`config.mk`:
```
export PLATFORM = sky130hd
export DESIGN_NAME = sample_capture
export DESIGN_NICKNAME = d
export VERILOG_FILES = /design/src/rtl/filt_pkg.sv /design/src/rtl/sample_decimator.sv /design/src/rtl/sample_capture.sv
export SDC_FILE = /design/constraint.sdc
export NUM_CORES = 1
export LEC_CHECK = 0
export ABC_AREA = 1
export CAP_MARGIN = 10
export CORE_MARGIN = 8
export CORE_UTILIZATION = 52
export DETAILED_ROUTE_END_ITERATION = 8
export GPL_ROUTABILITY_DRIVEN = 1
export PLACE_DENSITY = 0.85
export SLEW_MARGIN = 40
export SYNTH_ARGS = -nofsm -noshare
export SYNTH_HDL_FRONTEND = slang
export SYNTH_SLANG_ARGS = --single-unit
```
`constraint.sdc`:
```
create_clock -name clk -period 2.9 [get_ports clk]
set_input_delay 0.58 -clock clk [delete_from_list [all_inputs] [get_ports clk]]
set_output_delay 0.58 -clock clk [all_outputs]
set_load 0.005 [all_outputs]
```
`src/rtl/filt_pkg.sv`:
```
// Shared types and default widths for the filter / sample capture datapath.
package filt_pkg;

  localparam int SAMPLE_W = 16;
  localparam int ADDR_W   = 15;

  typedef logic signed [SAMPLE_W-1:0] sample_t;

  typedef enum logic [1:0] {IDLE, ARMED, CAPTURE, DONE} cap_state_t;

endpackage

```
`src/rtl/sample_decimator.sv`:
```
// Modulo decim+1 sample counter; keep is high when the next sample should be stored.
module sample_decimator (
  input  logic       clk,
  input  logic       rst,
  input  logic       clr,
  input  logic       en,
  input  logic [7:0] decim,
  output logic       keep
);

  logic [7:0] cnt_q, cnt_d;
  logic [7:0] decim_q, decim_d;

  // The ratio is captured on clear so it stays fixed for a whole capture.
  always_comb begin
    cnt_d   = cnt_q;
    decim_d = decim_q;
    if (clr) begin
      cnt_d   = '0;
      decim_d = decim;
    end else if (en) begin
      cnt_d = (cnt_q == decim_q) ? 8'd0 : cnt_q + 8'd1;
    end
  end

  always_ff @(posedge clk) begin
    if (rst) begin
      cnt_q   <= '0;
      decim_q <= '0;
    end else begin
      cnt_q   <= cnt_d;
      decim_q <= decim_d;
    end
  end

  assign keep = (cnt_q == 8'd0);

endmodule

```
`src/rtl/sample_capture.sv`:
```
// Arm/trigger capture of filtered samples into an external single-port RAM,
// with optional decimation; fills addresses 0..DEPTH-1 then holds in DONE.
module sample_capture
  import filt_pkg::*;
#(
  parameter int DATA_W = SAMPLE_W,
  parameter int ADDR_W = filt_pkg::ADDR_W
) (
  input  logic              clk,
  input  logic              rst,
  input  logic              arm,
  input  logic              abort,
  input  logic              trig,
  input  logic [7:0]        decim,
  input  logic              sample_valid,
  input  logic [DATA_W-1:0] sample_in,
  output logic              wr_en,
  output logic [ADDR_W-1:0] wr_addr,
  output logic [DATA_W-1:0] wr_data,
  output logic [ADDR_W:0]   count,
  output logic              busy,
  output logic              done
);

  localparam int            DEPTH = 2 ** ADDR_W;
  localparam logic [ADDR_W:0] LAST = (ADDR_W + 1)'(DEPTH - 1);
  localparam logic [ADDR_W:0] ONE  = (ADDR_W + 1)'(1);

  cap_state_t          state_q, state_d;
  logic [ADDR_W:0]     ptr_q, ptr_d;
  logic                wr_en_q, wr_en_d;
  logic [ADDR_W-1:0]   wr_addr_q, wr_addr_d;
  logic [DATA_W-1:0]   wr_data_q, wr_data_d;
  logic                arm_ok, accept, dec_en, keep;

  sample_decimator u_decim (
    .clk   (clk),
    .rst   (rst),
    .clr   (arm_ok),
    .en    (dec_en),
    .decim (decim),
    .keep  (keep)
  );

  // The trigger sample also advances the decimator so it counts as phase 0.
  always_comb begin
    arm_ok = arm && !abort && (state_q == IDLE || state_q == DONE);
    dec_en = sample_valid && !abort &&
             ((state_q == ARMED && trig) || state_q == CAPTURE);
    accept = sample_valid && !abort &&
             ((state_q == ARMED && trig) || (state_q == CAPTURE && keep));

    state_d   = state_q;
    ptr_d     = ptr_q;
    wr_en_d   = accept;
    wr_addr_d = wr_addr_q;
    wr_data_d = wr_data_q;

    if (arm_ok) ptr_d = '0;

    if (accept) begin
      wr_addr_d = ptr_q[ADDR_W-1:0];
      wr_data_d = sample_in;
      ptr_d     = ptr_q + ONE;
    end

    case (state_q)
      IDLE:    if (arm) state_d = ARMED;
      ARMED,
      CAPTURE: if (accept) state_d = (ptr_q == LAST) ? DONE : CAPTURE;
      DONE:    if (arm) state_d = ARMED;
      default: state_d = IDLE;
    endcase

    // Abort overrides everything, including a same-cycle arm.
    if (abort) state_d = IDLE;
  end

  always_ff @(posedge clk) begin
    if (rst) begin
      state_q   <= IDLE;
      ptr_q     <= '0;
      wr_en_q   <= 1'b0;
      wr_addr_q <= '0;
      wr_data_q <= '0;
    end else begin
      state_q   <= state_d;
      ptr_q     <= ptr_d;
      wr_en_q   <= wr_en_d;
      wr_addr_q <= wr_addr_d;
      wr_data_q <= wr_data_d;
    end
  end

  assign wr_en   = wr_en_q;
  assign wr_addr = wr_addr_q;
  assign wr_data = wr_data_q;
  assign count   = ptr_q;
  assign busy    = (state_q == ARMED) || (state_q == CAPTURE);
  assign done    = (state_q == DONE);

endmodule

```
==> qor.yml <==
clock_network:
  htree_levels: 3
  clockRootBuffer: "clkbuf_8"
  clock-sinks: 66
  cts_tree: "built"
  ctsLongestPathBuffers: 2
  cts.clk_slew.worst_paths_ps: 70
  cts_hold_buf: 0
  cts_buffers: 9
  ctsResizeCount: 0
  cts_setup_buffers: 0
  worstSkewPairLatency_ps: 340
synth:
  synth_fp_nets: 456
  postSynthCellCount: 420
  yosysWarnings: 0
  ys_ff_latch: 66
  post_synth.cell_area_avg_um2: 7.12
  synth.distinct_cells: 30
  ys_seq_area_frac: 0.442
  syn_area_um2: 2990
pwr:
  powerDensity_nw_per_um2: 500
  p_leak_nw: 1.56
  irDropWorstVdd_v: 0.000281
grt:
  grt_pass1_wl_mm: 13.4
  overflow: 0
  grt_use_total: 0.190
  antenna_found_initial: 0
  grt_max_degree: 47
  grt_pass1_vias: 2900
floorplan:
  die_area_um2: 8430
  core_um2: 5540
  rows: 27
  dieWidth_um: 91.8
  start_util: 0.540
  io_pins: 80
  die_h_um: 91.8
worst_setup_path:
  crit_family: "buffers and inverters"
  timing_worst_setup_path_type: "flop to output pin"
  path_cells: "inv_1, ha_1, inv_1, clkdlybuf4s50_1"
  critPathMaxStageDelay_ps: 530
  startpoint_type: "flop"
  required_ps: 2320
  crit_path_max_fanout: 5
  slowest_stage: "clkdlybuf4s50_1"
  critical_path_arrival_ps: 1760
  endpoint_kind: "output pin"
  cpMostUsedCell: "inv_1"
  worst-path-buf-inv: 3
layout:
  fin_cells: 575
  drive_gt1_frac: 0.0696
  diodes: 0
  nNetsFinal: 534
  syn2layout_area_growth_pct: 35.4
  nFillCells: 464
  final_util: 0.731
flow_run:
  maxCapViolations: 0
placement:
  dpl.hpwl_mm: 5.66
  gp_congestion: 0.901
  numPortBuffers: 79
  place_inst: 559
timing:
  relSlewSlack: 0.555
  finClkSkew_ps: 9.63
  max_freq_mhz: 427
  finalCritPeriodShare: 0.808
  setup_violations: 0
  finalCriticalPeriod_ps: 2340
  hold_viol_final: 0
  hold_slack_ps: 483
  slew_violations: 0
  rsz0062_at_grt: "no"
  worstMarginPinSlew_ps: 666
  fin_setup_tns_ps: 0
route:
  wl_per_cell_um: 13.6
  wl_met1_mm: 3.43
  met2_length_mm: 3.70
  vias_per_cell: 5.03
  topRoutingLayerUsed: "met4"
  drtIter0Drc: 170
  drc: 0
  drt_first_pass_iters: 5
  ant_nets: 0
  wl_met3_um: 579
  finalWirelength_mm: 7.83
  vias: 2890
min_path:
  hp-class: "flop to flop"
run_status:
  status: "finished, final reports clean"
-- sequential cells by signal, indices dropped and copies added, names as in the netlist --
register and flops:
count 16, state_q 2, u_decim.cnt_q 8, u_decim.decim_q 8, wr_addr 15, wr_data 16, wr_en 1
-- through the flow --
stage | setup WS [ps] | area, um2 | power, mW
2_1_floorplan | 1380 | 2990 | 1.02
3_3_place_gp | 639 | 3800 | 1.09
3_5_place_dp | 573 | 3800 | 1.10
4_1_cts | 527 | 4050 | 2.04
5_1_grt | 470 | 4050 | 2.10
6_report | 558 | 4050 | 2.02
-- synth_stat cells, drive strengths merged --
| master | n | area (um2) |
|---|---|---|
| dfxtp | 66 | 1320 |
| nand3 | 27 | 140 |
| nand2 | 64 | 245 |
| nor2 | 107 | 407 |
| and2 | 1 | 6.26 |
| xnor2 | 3 | 26.3 |
| nand4 | 3 | 18.8 |
| clkinv | 2 | 7.51 |
| or2 | 3 | 18.8 |
| buf | 13 | 93.8 |
| inv | 37 | 139 |
| nor3 | 1 | 5.00 |
| clkbuf | 4 | 15.0 |
| xor2 | 10 | 87.6 |
| ha | 6 | 75.1 |
| o21ai | 51 | 263 |
| a21oi | 19 | 98.9 |
| o21bai | 2 | 15.0 |
| o211ai | 1 | 7.51 |
-- path summary, 6_finish.rpt --
path                               endpoint        startpoint  cells past startpoint  slack (ps)
worst max-delay path                   busy        state_q[0]                      4         560
worst min-delay path            wr_data[15]       wr_data[15]                      2         480
worst max register to register   wr_data[1]  u_decim.cnt_q[0]                     11         940
worst min register to register  wr_data[15]       wr_data[15]                      2         480
-- cells in the final DEF (no fill, tap or decap), types with 3 or more instances in the layout --
master and count:
clkbuf_8 10, a21oi_1 18, nand3_1 26, inv_1 33, ha_1 6, bufinv_16 3, o21ai_0 49, inv_2 4
xor2_1 10, xnor2_1 3, nand2_1 62, buf_4 5, nor2_1 105, clkdlybuf4s50_1 79, nand4_1 3, dfxtp_1 66
-- layer usage --
metal,global-route usage,vias to the layer above
met5,0,-
met4,0.0805,0
met3,0.0538,12
met2,0.318,110
met1,0.224,1280
li1,-,1488
-- cell type report --
type / instances / area (um2) / area share
Multi-Input combinational cell: 298 / 1410 / 0.349
Sequential cell: 66 / 1320 / 0.326
Timing Repair Buffer: 84 / 828 / 0.205
Inverter: 39 / 146 / 0.0361
Clock buffer: 10 / 138 / 0.0340
Clock inverter: 6 / 113 / 0.0278
Tap cell: 72 / 90.1 / 0.0222
-- where the power goes --
part	switching, mW	internal [mW]	leakage (nW)	total [mW]
combinational	0.0673	0.0752	0.898	0.142
sequential	0.0109	0.922	0.534	0.933
clock	0.351	0.597	0.127	0.948
-- worst register-to-register path, cell delays in order, from the launching register on --
cell and delay, ps:
dfxtp_1 360, inv_1 100, ha_1 150, nand2_1 50
nor2_1 90, nand2_1 70, nand2_2 70, nand2_2 60
inv_2 490, buf_4 290, nor2_1 60, nor2_1 120
-- cell families after synthesis --
group	count (synthesis)	synth area share
AND/OR/NAND/NOR	206	0.281
AO/OA/AOI/OAI	73	0.128
flip-flops	66	0.442
buffers and inverters	56	0.0854
XOR/XNOR	13	0.0381
adder cells (fa/ha/maj)	6	0.0251
Power figures use the tool's default switching activity.
